===== config.mk =====
export PLATFORM = sky130hd
export DESIGN_NAME = io_port_hub
export DESIGN_NICKNAME = d
export VERILOG_FILES = /design/src/rtl/io_hub_pkg.sv /design/src/rtl/io_port_hub_irq_ctrl.sv /design/src/rtl/io_port_hub.sv
export SDC_FILE = /design/constraint.sdc
export NUM_CORES = 1
export LEC_CHECK = 0
export BUFFER_PORTS_ARGS = -buffer_cell sky130_fd_sc_hd__buf_2
export CAP_MARGIN = 10
export CORE_MARGIN = 2
export CORE_UTILIZATION = 27
export CTS_BUF_LIST = sky130_fd_sc_hd__clkbuf_4
export CTS_CLUSTER_SIZE = 16
export DETAILED_ROUTE_END_ITERATION = 16
export SYNTH_ARGS = -nofsm -noshare
export SYNTH_HDL_FRONTEND = slang
export SYNTH_SLANG_ARGS = --single-unit

===== constraint.sdc =====
create_clock -name i_clk -period 1.43 [get_ports i_clk]
set_input_delay 0.0715 -clock i_clk [delete_from_list [all_inputs] [get_ports i_clk]]
set_output_delay 0.0715 -clock i_clk [all_outputs]
set_load 0.01 [all_outputs]

===== src/rtl/io_hub_pkg.sv =====
// io_hub_pkg: shared definitions for the port-mapped I/O hub.
//   - port_id_t          : 8-bit MCU port identifier
//   - IRQ_*_OFS          : offsets of the interrupt-controller ports from IRQ_BASE
//   - IRQ_NONE           : SRC readback value when nothing is pending and enabled
//   - ranges_overlap()   : elaboration helper for the port map sanity checks
package io_hub_pkg;

    typedef logic [7:0] port_id_t;

    localparam int IRQ_MASK_OFS = 0;
    localparam int IRQ_PEND_OFS = 1;
    localparam int IRQ_SRC_OFS  = 2;

    localparam logic [7:0] IRQ_NONE = 8'hFF;

    // Half-open ranges [a, a+na) and [b, b+nb) share at least one port ID.
    function automatic logic ranges_overlap(input int a, input int na,
                                            input int b, input int nb);
        return (a < b + nb) && (b < a + na);
    endfunction

endpackage


===== src/rtl/io_port_hub_irq_ctrl.sv =====
// irq_ctrl: edge-triggered, maskable interrupt controller.
//   i_clk, i_reset  : clock, synchronous active-high reset
//   i_irq_src       : raw interrupt request lines
//   i_mask_we       : load i_wdata into the mask register
//   i_pend_w1c      : clear pending bits where i_wdata is 1
//   i_wdata         : write data (low N_IRQ bits of the MCU bus)
//   o_mask, o_pend  : register readback
//   o_src_idx       : lowest pending&enabled source index, IRQ_NONE if none
//   o_interrupt     : registered OR of pending&enabled
module irq_ctrl
    import io_hub_pkg::*;
#(
    parameter int N_IRQ    = 4,
    parameter int SYNC_IRQ = 1
) (
    input  logic             i_clk,
    input  logic             i_reset,
    input  logic [N_IRQ-1:0] i_irq_src,
    input  logic             i_mask_we,
    input  logic             i_pend_w1c,
    input  logic [N_IRQ-1:0] i_wdata,
    output logic [N_IRQ-1:0] o_mask,
    output logic [N_IRQ-1:0] o_pend,
    output logic [7:0]       o_src_idx,
    output logic             o_interrupt
);

    logic [N_IRQ-1:0] w_s;
    logic             w_settle;
    logic [N_IRQ-1:0] r_prev, r_mask, r_pend;
    logic             r_int;
    logic [N_IRQ-1:0] w_edge, w_clr, w_pend_nxt, w_mask_nxt, w_act;

    generate
        if (SYNC_IRQ != 0) begin : g_sync
            logic [N_IRQ-1:0] r_sync1, r_sync2;
            // The synchroniser is cleared by reset, so a source held high
            // across reset release would reappear at its output as a fresh
            // rising edge. r_settle keeps edge detection off (prev just
            // follows s) until the flops have refilled with the live level.
            logic [2:0]       r_settle;
            always_ff @(posedge i_clk) begin
                if (i_reset) begin
                    r_sync1  <= '0;
                    r_sync2  <= '0;
                    r_settle <= 3'b111;
                end else begin
                    r_sync1  <= i_irq_src;
                    r_sync2  <= r_sync1;
                    r_settle <= {1'b0, r_settle[2:1]};
                end
            end
            assign w_s      = r_sync2;
            assign w_settle = r_settle[0];
        end else begin : g_nosync
            assign w_s      = i_irq_src;
            assign w_settle = 1'b0;
        end
    endgenerate

    assign w_edge     = w_settle ? '0 : (w_s & ~r_prev);
    assign w_clr      = i_pend_w1c ? i_wdata : '0;
    // Set after clear: an edge arriving with a W1C on the same bit survives.
    assign w_pend_nxt = (r_pend & ~w_clr) | w_edge;
    assign w_mask_nxt = i_mask_we ? i_wdata : r_mask;

    always_ff @(posedge i_clk) begin
        // prev tracks s in reset too, so a level already high is not an edge.
        r_prev <= w_s;
        if (i_reset) begin
            r_mask <= '0;
            r_pend <= '0;
            r_int  <= 1'b0;
        end else begin
            r_mask <= w_mask_nxt;
            r_pend <= w_pend_nxt;
            // Registered from next-state so clears/masks drop it on the same edge.
            r_int  <= |(w_pend_nxt & w_mask_nxt);
        end
    end

    assign w_act = r_pend & r_mask;

    always_comb begin
        o_src_idx = IRQ_NONE;
        for (int k = N_IRQ - 1; k >= 0; k--) begin
            if (w_act[k]) o_src_idx = 8'(k);
        end
    end

    assign o_mask      = r_mask;
    assign o_pend      = r_pend;
    assign o_interrupt = r_int;

endmodule


===== src/rtl/io_port_hub.sv =====
// io_port_hub: port-mapped I/O hub for the RAT MCU bus.
//   i_clk, i_reset : clock, synchronous active-high reset
//   i_port_id      : MCU port_id
//   i_out_port     : MCU write data
//   i_io_strb      : MCU write strobe (may be held several cycles)
//   o_in_port      : combinational read data to the MCU
//   i_in_data      : N_IN packed input channels, channel j at [8j+7:8j]
//   o_out_data     : N_OUT packed output registers
//   o_out_wr       : one-cycle write pulse per output channel
//   i_irq_src      : interrupt request lines
//   o_interrupt    : interrupt to the MCU
module io_port_hub
    import io_hub_pkg::*;
#(
    parameter int       N_OUT    = 4,
    parameter int       N_IN     = 4,
    parameter int       N_IRQ    = 4,
    parameter port_id_t OUT_BASE = 8'h40,
    parameter port_id_t IN_BASE  = 8'h20,
    parameter port_id_t IRQ_BASE = 8'hF0,
    parameter int       SYNC_IRQ = 1
) (
    input  logic               i_clk,
    input  logic               i_reset,
    input  logic [7:0]         i_port_id,
    input  logic [7:0]         i_out_port,
    input  logic               i_io_strb,
    output logic [7:0]         o_in_port,
    input  logic [8*N_IN-1:0]  i_in_data,
    output logic [8*N_OUT-1:0] o_out_data,
    output logic [N_OUT-1:0]   o_out_wr,
    input  logic [N_IRQ-1:0]   i_irq_src,
    output logic               o_interrupt
);

    generate
        if (N_OUT < 1 || N_OUT > 16) begin : g_bad_nout
            $error("io_port_hub: N_OUT must be 1..16");
        end
        if (N_IN < 1 || N_IN > 16) begin : g_bad_nin
            $error("io_port_hub: N_IN must be 1..16");
        end
        if (N_IRQ < 1 || N_IRQ > 8) begin : g_bad_nirq
            $error("io_port_hub: N_IRQ must be 1..8");
        end
        if (int'(OUT_BASE) + N_OUT > 256 || int'(IN_BASE) + N_IN > 256 ||
            int'(IRQ_BASE) + 3 > 256) begin : g_bad_wrap
            $error("io_port_hub: port range wraps past 8'hFF");
        end
        if (ranges_overlap(int'(OUT_BASE), N_OUT, int'(IN_BASE), N_IN) ||
            ranges_overlap(int'(OUT_BASE), N_OUT, int'(IRQ_BASE), 3) ||
            ranges_overlap(int'(IN_BASE), N_IN, int'(IRQ_BASE), 3)) begin : g_bad_overlap
            $error("io_port_hub: port ranges overlap");
        end
    endgenerate

    localparam port_id_t PID_MASK = port_id_t'(int'(IRQ_BASE) + IRQ_MASK_OFS);
    localparam port_id_t PID_PEND = port_id_t'(int'(IRQ_BASE) + IRQ_PEND_OFS);
    localparam port_id_t PID_SRC  = port_id_t'(int'(IRQ_BASE) + IRQ_SRC_OFS);

    logic [N_OUT-1:0]      w_wr_req;
    logic [N_OUT-1:0][7:0] r_out_reg;
    logic [N_OUT-1:0]      r_wr_hist;
    logic [N_OUT-1:0]      r_out_wr;
    logic                  w_mask_we, w_pend_w1c;
    logic [N_IRQ-1:0]      w_mask, w_pend;
    logic [7:0]            w_src_idx;
    logic [7:0]            w_rdata;

    generate
        for (genvar gi = 0; gi < N_OUT; gi++) begin : g_dec
            assign w_wr_req[gi] = i_io_strb &&
                                  (i_port_id == port_id_t'(int'(OUT_BASE) + gi));
        end
    endgenerate

    assign w_mask_we  = i_io_strb && (i_port_id == PID_MASK);
    assign w_pend_w1c = i_io_strb && (i_port_id == PID_PEND);

    // Data follows every held-strobe cycle; the pulse fires only on the
    // rising edge of the per-channel request.
    always_ff @(posedge i_clk) begin
        if (i_reset) begin
            r_out_reg <= '0;
            r_wr_hist <= '0;
            r_out_wr  <= '0;
        end else begin
            for (int i = 0; i < N_OUT; i++) begin
                if (w_wr_req[i]) r_out_reg[i] <= i_out_port;
            end
            r_wr_hist <= w_wr_req;
            r_out_wr  <= w_wr_req & ~r_wr_hist;
        end
    end

    irq_ctrl #(
        .N_IRQ    (N_IRQ),
        .SYNC_IRQ (SYNC_IRQ)
    ) u_irq (
        .i_clk       (i_clk),
        .i_reset     (i_reset),
        .i_irq_src   (i_irq_src),
        .i_mask_we   (w_mask_we),
        .i_pend_w1c  (w_pend_w1c),
        .i_wdata     (i_out_port[N_IRQ-1:0]),
        .o_mask      (w_mask),
        .o_pend      (w_pend),
        .o_src_idx   (w_src_idx),
        .o_interrupt (o_interrupt)
    );

    always_comb begin
        w_rdata = 8'h00;
        for (int j = 0; j < N_IN; j++) begin
            if (i_port_id == port_id_t'(int'(IN_BASE) + j)) w_rdata = i_in_data[8*j +: 8];
        end
        for (int i = 0; i < N_OUT; i++) begin
            if (i_port_id == port_id_t'(int'(OUT_BASE) + i)) w_rdata = r_out_reg[i];
        end
        if (i_port_id == PID_MASK) begin
            w_rdata = 8'h00;
            w_rdata[N_IRQ-1:0] = w_mask;
        end
        if (i_port_id == PID_PEND) begin
            w_rdata = 8'h00;
            w_rdata[N_IRQ-1:0] = w_pend;
        end
        if (i_port_id == PID_SRC) w_rdata = w_src_idx;
    end

    assign o_in_port  = w_rdata;
    assign o_out_data = r_out_reg;
    assign o_out_wr   = r_out_wr;

endmodule

* After elaboration in Yosys (flattened, before gate mapping)
Cells that the tools add are included.
Widths: inputs -> output; s select.
** Storage, ports and cells
- RAM bits :: 0
- Memories :: 0
- Input port bits :: 55
- Latch bits :: 0
- ROM bits :: 0
- Bits in registers :: 64
** Operators by class
- Multipliers :: 0
- Equality and inequality tests :: 11
- Multiplexer cells :: 19
- Bitwise operators :: 9
- Shift-type cells :: 0
- Reduce and logical (&&, ||, !) cells :: 7
- Divide/modulo/power cells :: 0
- Add/sub/neg operators :: 0
- Magnitude comparators :: 0
** Operator list (count)
- $mux 8 :: 15
- $eq 8x6->1 const B :: 4
- $eq 8x7->1 const B :: 4
- $eq 8x8->1 const B :: 3
- $and 4x4->4 :: 5
- $mux 4 :: 3
- $not 4->4 :: 3
- $logic_and 1x1->1 :: 6
- $or 4x4->4 :: 1
- $reduce_or 4->1 :: 1
- $mux 3 :: 1

* Longest topological paths before layout
Gate-level depths: netlist (run 1).
- Depth in word-level cells :: 12
- Depth in mapped cells :: 8

* Cells and area by module
A second synthesis (run 1) with hierarchy kept.
** Unflattened totals
- Cells, all modules :: 334
- Area total of the unflattened synthesis :: 3124.2 um^2
** By module, submodules not included
- io_port_hub :: times used 1, area each 2308.5 um^2, seq. area each 800.8 um^2, cells an instance 258
- irq_ctrl :: times used 1, area each 815.8 um^2, seq. area each 480.5 um^2, cells an instance 76

* Worst setup path before layout (run 1)
No wires, ideal clock.
- Path kind :: input to output
- Start point :: input port i_port_id[0]
- End point :: output port o_in_port[5]
- Path slack :: 44 ps
- Data arrival time :: 1315 ps
- Required time :: 1359 ps
- Stages on the path :: 6
- Cells stage by stage :: buf_4 -> nand2b_1 -> nor4b_4 -> buf_4 -> a221oi_1 -> a31oi_1
** On the way
- Word-level cells in the longest chain between the ends :: 12
- Elaborated cells between the ends (all ways) :: 22
** Ends and longest elaborated chain
- start: declaration :: RTL line io_port_hub.sv:25 : input logic [7:0] i_port_id,
- $eq 8x6->1 :: RTL line io_port_hub.sv:115 : if (i_port_id == port_id_t'(int'(IN_BASE) + j)) w_rdata = i_in_data[8*j +: 8];
- $mux 8 (4 in a row) :: RTL line io_port_hub.sv:115
- $mux 8 (4 in a row) :: RTL line io_port_hub.sv:118 : if (i_port_id == port_id_t'(int'(OUT_BASE) + i)) w_rdata = r_out_reg[i];
- $mux 8 :: RTL line io_port_hub.sv:120 : if (i_port_id == PID_MASK) begin
- $mux 8 :: RTL line io_port_hub.sv:124 : if (i_port_id == PID_PEND) begin
- $mux 8 * :: RTL line io_port_hub.sv:128 : if (i_port_id == PID_SRC) w_rdata = w_src_idx;
- end: declaration :: RTL line io_port_hub.sv:28 : output logic [7:0] o_in_port,
Mark *: on every way between the ends. The rest lies on a longest branch, timed or not.

* Worst setup path in the final report (run 1)
- Start point :: register u_irq.r_mask[1] (netlist: u_irq.o_mask[1])
- End point :: output port o_in_port[7]
** On the way
- Word-level cells in the longest chain between the ends :: 4
** Ends and longest elaborated chain
- start: declaration :: RTL line io_port_hub_irq_ctrl.sv:30 : logic [N_IRQ-1:0] r_prev, r_mask, r_pend;
- start signal: assignment :: RTL line io_port_hub_irq_ctrl.sv:75 : r_mask <= w_mask_nxt;
- $and 4x4->4 :: RTL line io_port_hub_irq_ctrl.sv:82 : assign w_act = r_pend & r_mask;
- $mux 8 (2 in a row) :: RTL line io_port_hub_irq_ctrl.sv:87 : if (w_act[k]) o_src_idx = 8'(k);
- $mux 8 :: RTL line io_port_hub.sv:128
No other way between the ends.

==> run_results.csv, run 1 <==
group,metric,value,unit
yosys,syn_inst,324,
route,wl_per_cell,15.2,um
floorplanning,dieArea,12300,um2
route,antenna_left,0,
sta,fin_crit,1950,ps
setup_path,r2r-start,"u_irq.o_pend[2]",
layout,final-seq-area,1290,um2
floorplanning,fp.coreArea,11300,um2
global_route,antenna_found_initial,0,
sta,rsz0062_at_grt,"yes",
setup_path,crit_chain,"a222oi_1 -> nand3_2 -> nand2_4 -> a221oi_2 -> a31oi_2 -> buf_2",
floorplanning,io_pins,100,
power,power.total,3.84,mW
global_route,grt_pass1_wl,15000,um
clocking,clkSinkCount,64,
yosys,syn_avg_cell_area,9.51,um2
layout,final_cell_area,4580,um2
min_path,min_path_type,"in2reg",
setup_path,r2r_slack,350,ps
global_route,grt_util_met2,0.240,
yosys,synth.distinct_cells,47,
setup_path,crit_fanout,4,
setup_path,worst_setup_path_start_kind,"flip-flop",
clocking,numCtsBuffers,9,
floorplanning,die_w,111,um
sta,worst_slew_pin_slew,500,ps
clocking,cts_tree,"built",
placed_design,dpl_cell_area,4080,um2
yosys,ys_warn_count,0,
sta,finalCritPeriodShare,1.37,
layout,layout.nets,532,
global_route,gr-total-overflow,0,
layout,final_cell_mix,"96 x buf_2, 58 x dfxtp_1, 46 x nor2_1, 40 x buf_4, 35 x mux2i_1",
placed_design,gp_congestion,0.904,
min_path,hp-start,"i_reset",
sta,slew_headroom,0.667,
route,vias,3024,
run_status,status,"complete, but fails checks",
placed_design,dp_hpwl,7030,um
yosys,synth_fp_nets,379,
layout,final_common_cell,"buf_2",
clocking,root_buffer,"clkbuf_4",
route,drt_iter0_markers,213,
sta,skew,9.88,ps
min_path,hold_path_end,"u_irq.g_sync.r_settle[2]",
setup_path,critPathCaptureType,"output pin",
sta,final_max_slew_viol_count,0,
yosys,synth_area,3080,um2
yosys,synth-seq-cells,64,
setup_path,r2r-end,"u_irq.o_interrupt",
layout,drive_above_1_share,0.450,
floorplanning,die_h,111,um
setup_path,rr_worst_depth,4,
layout,n_fill_cell,1110,
floorplanning,rows,39,
global_route,top_usage_layer,"met2",
yosys,yosys.area_share.simple,0.243,
clocking,cts_max_level,3,
yosys,synth_flop_cell,"dfxtp_1",
yosys,synth_compound_area_frac,0.135,
setup_path,path_class,"reg2out",
setup_path,required,1360,ps
clocking,clk_pin_slew,110,ps
yosys,synth_fa_ha_area_frac,0,
yosys,async_reset_ff_frac,0,
sta,hold_ws,46.3,ps
sta,setup_violations,8,
yosys,yosys-mux-area-fraction,0.169,
sta,tns,-3500,ps
floorplanning,start_util,0.273,
setup_path,critical-path-max-stage-delay,410,ps
yosys,synth_edf_count,0,
global_route,grt_usage,0.151,
run,drv_cap,0,
sta,setup_slack,-522,ps
global_route,use_met1,0.197,
route,first_pass_iters,5,
power,ir_drop,539,uV
layout,multiInputGateArea,1810,um2
min_path,whs_path_depth,1,
setup_path,cp_top_family,"compound AO/OA/AOI/OAI gates",
run_status,violations,"negative setup slack",
clocking,clockBufferDepth,2,
route,drc_errors,0,
power,p_per_area,839,nW/um2
yosys,ys_seq_area_frac,0.416,
global_route,grt_pass1_vias,2941,
placed_design,io_buffers,99,
sta,final-hold-violation-count,0,
setup_path,cp_slowest_cell,"a222oi_1",
global_route,met3_usage,0.0432,
global_route,grt_max_degree,34,
sta,max_freq,0.512,GHz
route,via_per_inst,4.84,
route,detail_route.wirelength,9520,um
layout,antenna_cells,0,
power,p_leak,2.11,nW
clocking,clk_latency,410,ps
yosys,synth_top_family_by_area,"simple AND/OR/NAND/NOR gates",
yosys,synth-xor-area-share,0,
layout,area_growth,48.7,%
setup_path,worst-path-buf-inv,1,
setup_path,critical_path_arrival,1880,ps
[cells in the mapped netlist, drive strengths merged, types with 2 or more instances]
cell type | instances | area share
buf | 12 | 0.028
a31oi | 5 | 0.010
nand3 | 11 | 0.024
dfxtp | 64 | 0.42
nor4b | 3 | 0.023
nor3 | 9 | 0.020
nand2b | 4 | 0.0081
a211oi | 3 | 0.0073
mux2i | 35 | 0.11
nor2 | 49 | 0.067
or2 | 3 | 0.0069
or3 | 2 | 0.0041
o22a | 2 | 0.0057
mux4 | 7 | 0.051
nand4 | 2 | 0.011
a221oi | 7 | 0.020
o22ai | 4 | 0.0081
a22oi | 6 | 0.015
clkbuf | 8 | 0.0097
nor2b | 12 | 0.024
nand2 | 32 | 0.046
o21ai | 16 | 0.026
a21oi | 18 | 0.029
[per-layer routing]
| metal | wire [um] | vias up | part of all wire |
|---|---|---|---|
| li1 | - | 1477 | - |
| met1 | 4240 | 1407 | 0.45 |
| met2 | 4450 | 123 | 0.47 |
| met3 | 664 | 17 | 0.070 |
| met4 | 164 | 0 | 0.017 |
| met5 | 0 | - | 0 |
[worst max path at each step]
stage | startpoint | end | slack, ps | cells after the start
3_5_place_dp | i_port_id[3] | o_in_port[0] | -260 | 8
3_3_place_gp | i_port_id[3] | o_in_port[0] | -250 | 8
2_1_floorplan | i_port_id[0] | o_in_port[5] | 40 | 6
6_report | u_irq.o_mask[1] | o_in_port[7] | -520 | 6
5_1_grt | u_irq.o_mask[1] | o_in_port[5] | -600 | 6
4_1_cts | u_irq.o_pend[1] | o_in_port[4] | -500 | 6
[timing repair]
item | 4_1_cts | 5_1_grt
gates resized for setup | 20 | 15
hold buffers | 12 | 0
buffers inserted | 3 | 1
pin swaps | 11 | 10
setup endpoints to repair | 8 | 8
endpoints found under the hold margin | 28 | 0
[sequential cells by signal, summed over array words and instances, names as in the netlist]
register	count
u_irq.o_mask	4
o_out_wr	4
u_irq.g_sync.r_sync1	4
u_irq.g_sync.r_sync2	4
r_wr_hist	4
u_irq.o_pend	4
o_out_data	32
u_irq.g_sync.r_settle	3
u_irq.r_prev	4
u_irq.o_interrupt	1
[power breakdown]
group,switching (mW),total [mW],internal [mW]
Sequential,0.00785,1.81,1.80
Combinational,0.216,0.446,0.230
Clock,0.697,1.58,0.887
Total,0.921,3.84,2.92
[area by class of cell]
class,count,share of cell area
Clock buffer,9,0.0148
Clock inverter,7,0.0262
Multi-Input combinational cell,240,0.394
Sequential cell,64,0.281
Tap cell,143,0.0391
Timing Repair Buffer,162,0.244
[cells by family after synthesis]
group | count (synthesis)
simple gates | 131
compound gates | 66
flops | 64
mux | 43
buf+inv | 20
[stage by stage]
step,cells,worst slack [ps],util
2_1_floorplan,324,43.6,-
3_3_place_gp,593,-247,0.362
3_5_place_dp,593,-256,0.362
4_1_cts,624,-503,0.400
5_1_grt,625,-597,0.406
6_report,625,-522,0.406
(Power assumes the default switching activity.)
==> run 2: changes to the inputs <==
Settings changed: ABC_AREA set to 1.
==> run_results.csv, run 2 <==
group,metric,value,unit
route,via_per_inst,4.52,
power,ir_drop,468,uV
sta,finalCritPeriodShare,1.04,
yosys,synth_top_cell_by_area,"dfxtp_1",
yosys,synth_top_area_frac,0.418,
clocking,root_buffer,"clkbuf_4",
layout,layout.nets,623,
clocking,clk_pin_slew,120,ps
route,wl_per_cell,13.0,um
yosys,yosys-mux-area-fraction,0,
power,p_sw_frac,0.244,
route,detail_route.wirelength,9250,um
yosys,synth-seq-cells,64,
yosys,synth_fa_ha_area_frac,0,
floorplanning,fp.coreArea,10900,um2
setup_path,critPathCaptureType,"output pin",
global_route,antenna_found_initial,0,
setup_path,path_class,"reg2out",
power,cell_internal_pwr,2.66,mW
yosys,synth_area,3060,um2
run_status,status,"complete, but fails checks",
placed_design,dp_hpwl,6950,um
route,vias,3223,
global_route,grt_usage,0.151,
sta,final_max_slew_viol_count,0,
yosys,ys_warn_count,0,
clocking,clk_latency,410,ps
floorplanning,io_pins,100,
run_status,violations,"negative setup slack",
route,antenna_left,0,
yosys,async_reset_ff_frac,0,
route,drc_errors,0,
clocking,cts_max_level,3,
yosys,syn_avg_cell_area,7.31,um2
floorplanning,dieArea,12200,um2
floorplanning,die_h,111,um
global_route,gr-total-overflow,0,
clocking,clkSinkCount,64,
sta,max_freq,0.670,GHz
setup_path,critical_path_arrival,1420,ps
global_route,grt_pass1_vias,3050,
power,p_switching,859,uW
layout,area_growth,43.5,%
sta,setup_violations,7,
yosys,synth_fp_nets,474,
floorplanning,die_w,111,um
power,p_leak,2.13,nW
layout,final_cell_area,4390,um2
setup_path,required,1360,ps
floorplanning,start_util,0.280,
yosys,syn_inst,419,
yosys,synth_flop_cell,"dfxtp_1",
sta,setup_slack,-63.1,ps
yosys,synth_common_cells,"92 x nand2_1, 64 x dfxtp_1, 59 x nor2_1",
setup_path,crit_fanout,6,
floorplanning,rows,38,
global_route,grt_pass1_wl,15000,um
route,drt_iter0_markers,182,
layout,drive_above_1_share,0.384,
sta,worst_slew_pin_slew,379,ps
power,p_per_area,801,nW/um2
setup_path,worst_setup_path_start_kind,"flip-flop",
sta,hold_ws,46.5,ps
clocking,numCtsBuffers,9,
placed_design,dpl_cell_area,3900,um2
power,power_frac_seq,0.515,
clocking,cts_tree,"built",
layout,largest_reg_flops,32,
min_path,min_path_type,"in2reg",
layout,final_common_cell,"buf_2",
yosys,synth_compound_area_frac,0.108,
yosys,synth-xor-area-share,0,
power,combPwrFrac,0.093,
placed_design,gp_congestion,0.885,
placed_design,pre_cts_slack,-207,ps
sta,slew_headroom,0.747,
sta,skew,15.6,ps
sta,fin_crit,1490,ps
yosys,synth_edf_count,0,
power,pwr-share-clk,0.392,
yosys,synth_top_family_by_area,"simple AND/OR/NAND/NOR gates",
placed_design,io_buffers,99,
global_route,grt_max_degree,48,
yosys,ys_seq_area_frac,0.418,
yosys,yosys.area_share.simple,0.388,
route,first_pass_iters,5,
yosys,synthTopCellsByArea,"dfxtp_1 42%, nand2_1 11%, nor2_1 7.2%",
layout,antenna_cells,0,
layout,final_cell_mix,"99 x buf_2, 87 x nand2_1, 60 x dfxtp_1, 52 x nor2_1",
clocking,clockBufferDepth,2,
sta,rsz0062_at_grt,"yes",
sta,final-hold-violation-count,0,
run,drv_cap,0,
yosys,synth.distinct_cells,31,
yosys,synth.most_common_cell,"nand2_1",
power,power.total,3.52,mW
-- run 2: changes by cell type after synthesis, sizes merged, moves of 6 or more --
cell    previous run  this run
nand4              2        14
nor2              49        69
nor2b             12         0
a22oi              6         0
a21oi             18        36
mux4               7         0
nand2             32        99
a221oi             7         0
nand3             11        45
inv                0        44
mux2i             35         0
-- run 2: per-stage QoR --
| stage | setup TNS, ps | utilization | std cells |
|---|---|---|---|
| after global placement | -1790 | 0.357 | 672 |
| after CTS | -654 | 0.397 | 711 |
| after global routing | -1120 | 0.402 | 713 |
| after floorplan | 0 | - | 419 |
| final | -272 | 0.402 | 713 |
| after detailed placement | -2340 | 0.357 | 672 |
-- run 2: kinds of logic (layout without fill, tap and decap cells) --
kind of cell | Yosys count | in the layout
DFF | 64 | 64
and+or+nand+nor | 235 | 235
AOI/OAI and AO/OA | 60 | 60
buffers and inverters | 60 | 214
-- run 2: path summary, 6_finish.rpt --
path / slack, ps / start / to / depth (start not counted)
max: -60 / u_irq.o_mask[1] / o_in_port[3] / 6
min reg2reg: 350 / u_irq.g_sync.r_sync2[0] / u_irq.r_prev[0] / 0
max reg2reg: 470 / u_irq.o_mask[0] / u_irq.o_interrupt / 7
min: 50 / i_reset / u_irq.g_sync.r_settle[2] / 2
-- run 2: critical path: stages (launching register included) --
cell and delay, ps:
dfxtp_2 360, nand2_2 70, nand3_2 90, a21oi_2 160, nand2_4 110, nand4_1 100
buf_2 130
-- run 2: final cells by class --
class | count | area (um2)
fillers | 1153 | 6540
multi-input cells | 295 | 1600
flip-flops and latches | 64 | 1290
repair buffers | 153 | 993
inverters | 45 | 176
well taps | 140 | 175
clock inverters | 7 | 96.3
clock buffers | 9 | 67.6
-- run 2: per-layer routing --
| layer | GRT usage | up-vias | part of all wire |
|---|---|---|---|
| met5 | 0 | - | 0 |
| met4 | 0.0475 | 0 | 0.013 |
| met3 | 0.0549 | 10 | 0.085 |
| met2 | 0.232 | 112 | 0.44 |
| met1 | 0.198 | 1442 | 0.46 |
| li1 | - | 1659 | - |
-- run 2: power by group through the flow --
stage                     Clock (mW)  Combinational (mW)  Sequential, mW
after CTS                       1.44               0.320            1.81
after detailed placement           0               0.287            1.85
after global placement             0               0.283            1.85
after floorplan                    0               0.125            1.85
after global routing            1.51               0.360            1.82
final                           1.38               0.326            1.81
-- run 2: timing repair --
item | in CTS | in global routing
setup buffers | 11 | 2
endpoints found under the setup margin | 8 | 8
resized for setup | 16 | 11
hold endpoints to repair | 33 | 0
gates cloned | 0 | 0
hold buffers | 12 | 0
pin swaps | 11 | 5
==> run 3: changes to the inputs <==
Settings changed: CORE_UTILIZATION 27 to 50, PLACE_DENSITY set to 0.79, RECOVER_POWER set to 50.
==> run_results.csv, run 3 (same netlist as run 2, synthesis figures left out) <==
group,metric,value,unit
run_status,status,"complete, but fails checks",
run_status,violations,"negative setup slack",
sta,final-hold-violation-count,0,
power,p_per_area,862,nW/um2
setup_path,r2r-end,"u_irq.o_interrupt",
global_route,grt_pass1_wl,13900,um
min_path,hold_path_end,"o_out_data[23]",
placed_design,pre_cts_slack,-119,ps
sta,finalCritPeriodShare,1.07,
route,maxUsedRoutingLayer,"met4",
power,p_leak,2.02,nW
setup_path,worst_setup_path_start_kind,"flip-flop",
power,cell_internal_pwr,2.84,mW
route,met2RoutedLength,4650,um
setup_path,r2r_slack,370,ps
route,via_per_inst,5.28,
route,drt-met1-wl,3660,um
power,p_sw_frac,0.238,
layout,antenna_cells,0,
min_path,hp-start,"i_io_strb",
sta,final_max_slew_viol_count,0,
sta,rsz0062_at_grt,"yes",
setup_path,rr_worst_depth,8,
layout,instances_no_fill,648,
power,power_frac_seq,0.487,
floorplanning,die_h,82.3,um
placed_design,dp.cells,601,
layout,final-seq-area,1290,um2
clocking,numCtsBuffers,9,
layout,multiInputGateArea,1630,um2
min_path,whs_path_depth,3,
clocking,cts_tree,"built",
setup_path,path_class,"reg2out",
floorplanning,io_pins,100,
layout,final_cell_mix,"85 x nand2_1, 72 x buf_2, 58 x dfxtp_1, 48 x nor2_1, 37 x nand3_1",
setup_path,critPathCaptureType,"output pin",
global_route,antenna_found_initial,0,
power,pwr-share-clk,0.424,
floorplanning,rows,28,
floorplanning,die_w,82.3,um
setup_path,r2r-start,"u_irq.o_mask[1]",
setup_path,crit_fanout,6,
route,wl_per_cell,14.3,um
layout,layout.nets,623,
sta,hold_ws,82.2,ps
global_route,gr-total-overflow,0,
route,drc_errors,0,
route,vias,3424,
global_route,grt_max_degree,28,
clocking,clk_pin_slew,110,ps
power,ir_drop,1080,uV
sta,setup_slack,-104,ps
clocking,cts_max_level,3,
global_route,grt_pass1_vias,3055,
sta,worst_slew_pin_slew,372,ps
sta,skew,11.0,ps
floorplanning,start_util,0.517,
layout,final_common_cell,"nand2_1",
route,antenna_left,0,
sta,fin_crit,1530,ps
layout,n_fill_cell,490,
route,drt_iter0_markers,335,
route,dr_wl_met3,799,um
run,drv_cap,0,
floorplanning,dieArea,6770,um2
layout,area_growth,41.0,%
placed_design,gp_congestion,0.900,
min_path,min_path_type,"in2reg",
sta,slew_headroom,0.752,
clocking,root_buffer,"clkbuf_4",
clocking,clockBufferDepth,2,
placed_design,io_buffers,99,
power,p_switching,886,uW
setup_path,required,1360,ps
layout,drive_above_1_share,0.347,
sta,setup_violations,8,
global_route,grt_usage,0.272,
placed_design,dp_hpwl,6290,um
layout,largest_reg_flops,32,
clocking,clkSinkCount,64,
route,detail_route.wirelength,9300,um
floorplanning,fp.coreArea,5920,um2
setup_path,critical_path_arrival,1460,ps
clocking,clk_latency,420,ps
route,first_pass_iters,5,
sta,max_freq,0.652,GHz
power,combPwrFrac,0.089,
## run 3: changes by cell type in the layout (fill, tap and decap cells not counted), moves of 3 or more
cell / change
buf_2: -27
nor2_1: -4
clkbuf_1: +26
buf_6: +3
o21ai_0: +3
nor2_2: +3
buf_12: -3
## run 3: routing by layer
layer	global-route usage	up-vias
met4	0.100	0
met5	0	-
met3	0.0674	25
li1	-	1662
met2	0.476	176
met1	0.321	1561
## run 3: critical path, stage by stage, from the launching register on
cell     delay (ps)
dfxtp_2         350
nand2_2          80
nand3_2          90
a21oi_2         140
nand2_2         130
nand4_1         120
buf_2           130
## run 3: area by class of cell
cell class | count | area share
multi-input combinational | 296 | 0.378
tap | 75 | 0.0217
sequential | 64 | 0.298
clock buffer | 9 | 0.0156
inverter | 45 | 0.0426
timing repair buffer | 152 | 0.216
clock inverter | 7 | 0.0278
## run 3: worst max path at each step
stage                    start                end  slack, ps  cells after the start
2_1_floorplan     i_port_id[1]  u_irq.o_interrupt        290                     12
3_3_place_gp      i_port_id[7]       o_in_port[4]        -90                     13
3_5_place_dp      i_port_id[7]       o_in_port[5]       -120                     13
4_1_cts        u_irq.o_pend[0]       o_in_port[6]        -90                      6
5_1_grt        u_irq.o_mask[0]       o_in_port[3]       -180                      6
6_report       u_irq.o_mask[0]       o_in_port[6]       -100                      6
## run 3: per-stage QoR
| stage | instance area, um2 | TNS, ps | total power, mW | util |
|---|---|---|---|---|
| floorplan | 3060 | 0 | 1.98 | - |
| global placement | 3760 | -415 | 2.12 | 0.635 |
| detailed placement | 3760 | -897 | 2.12 | 0.635 |
| CTS | 4170 | -424 | 3.70 | 0.704 |
| global route | 4320 | -1010 | 3.83 | 0.729 |
| finish | 4320 | -533 | 3.72 | 0.729 |
## run 3: power groups by stage
stage | clock network (mW) | logic (mW) | registers, mW
2_1_floorplan | 0 | 0.125 | 1.85
3_3_place_gp | 0 | 0.265 | 1.85
3_5_place_dp | 0 | 0.270 | 1.85
4_1_cts | 1.58 | 0.304 | 1.81
5_1_grt | 1.66 | 0.360 | 1.82
6_report | 1.58 | 0.331 | 1.81
## run 3: what timing repair did
item                                   4_1_cts  5_1_grt
resized for setup                           16       34
setup endpoints to repair                    8        8
endpoints found under the hold margin       33        0
hold buffers                                13        0
gates cloned                                 1        1
buffers inserted                             6       10
pin swaps                                    6       15
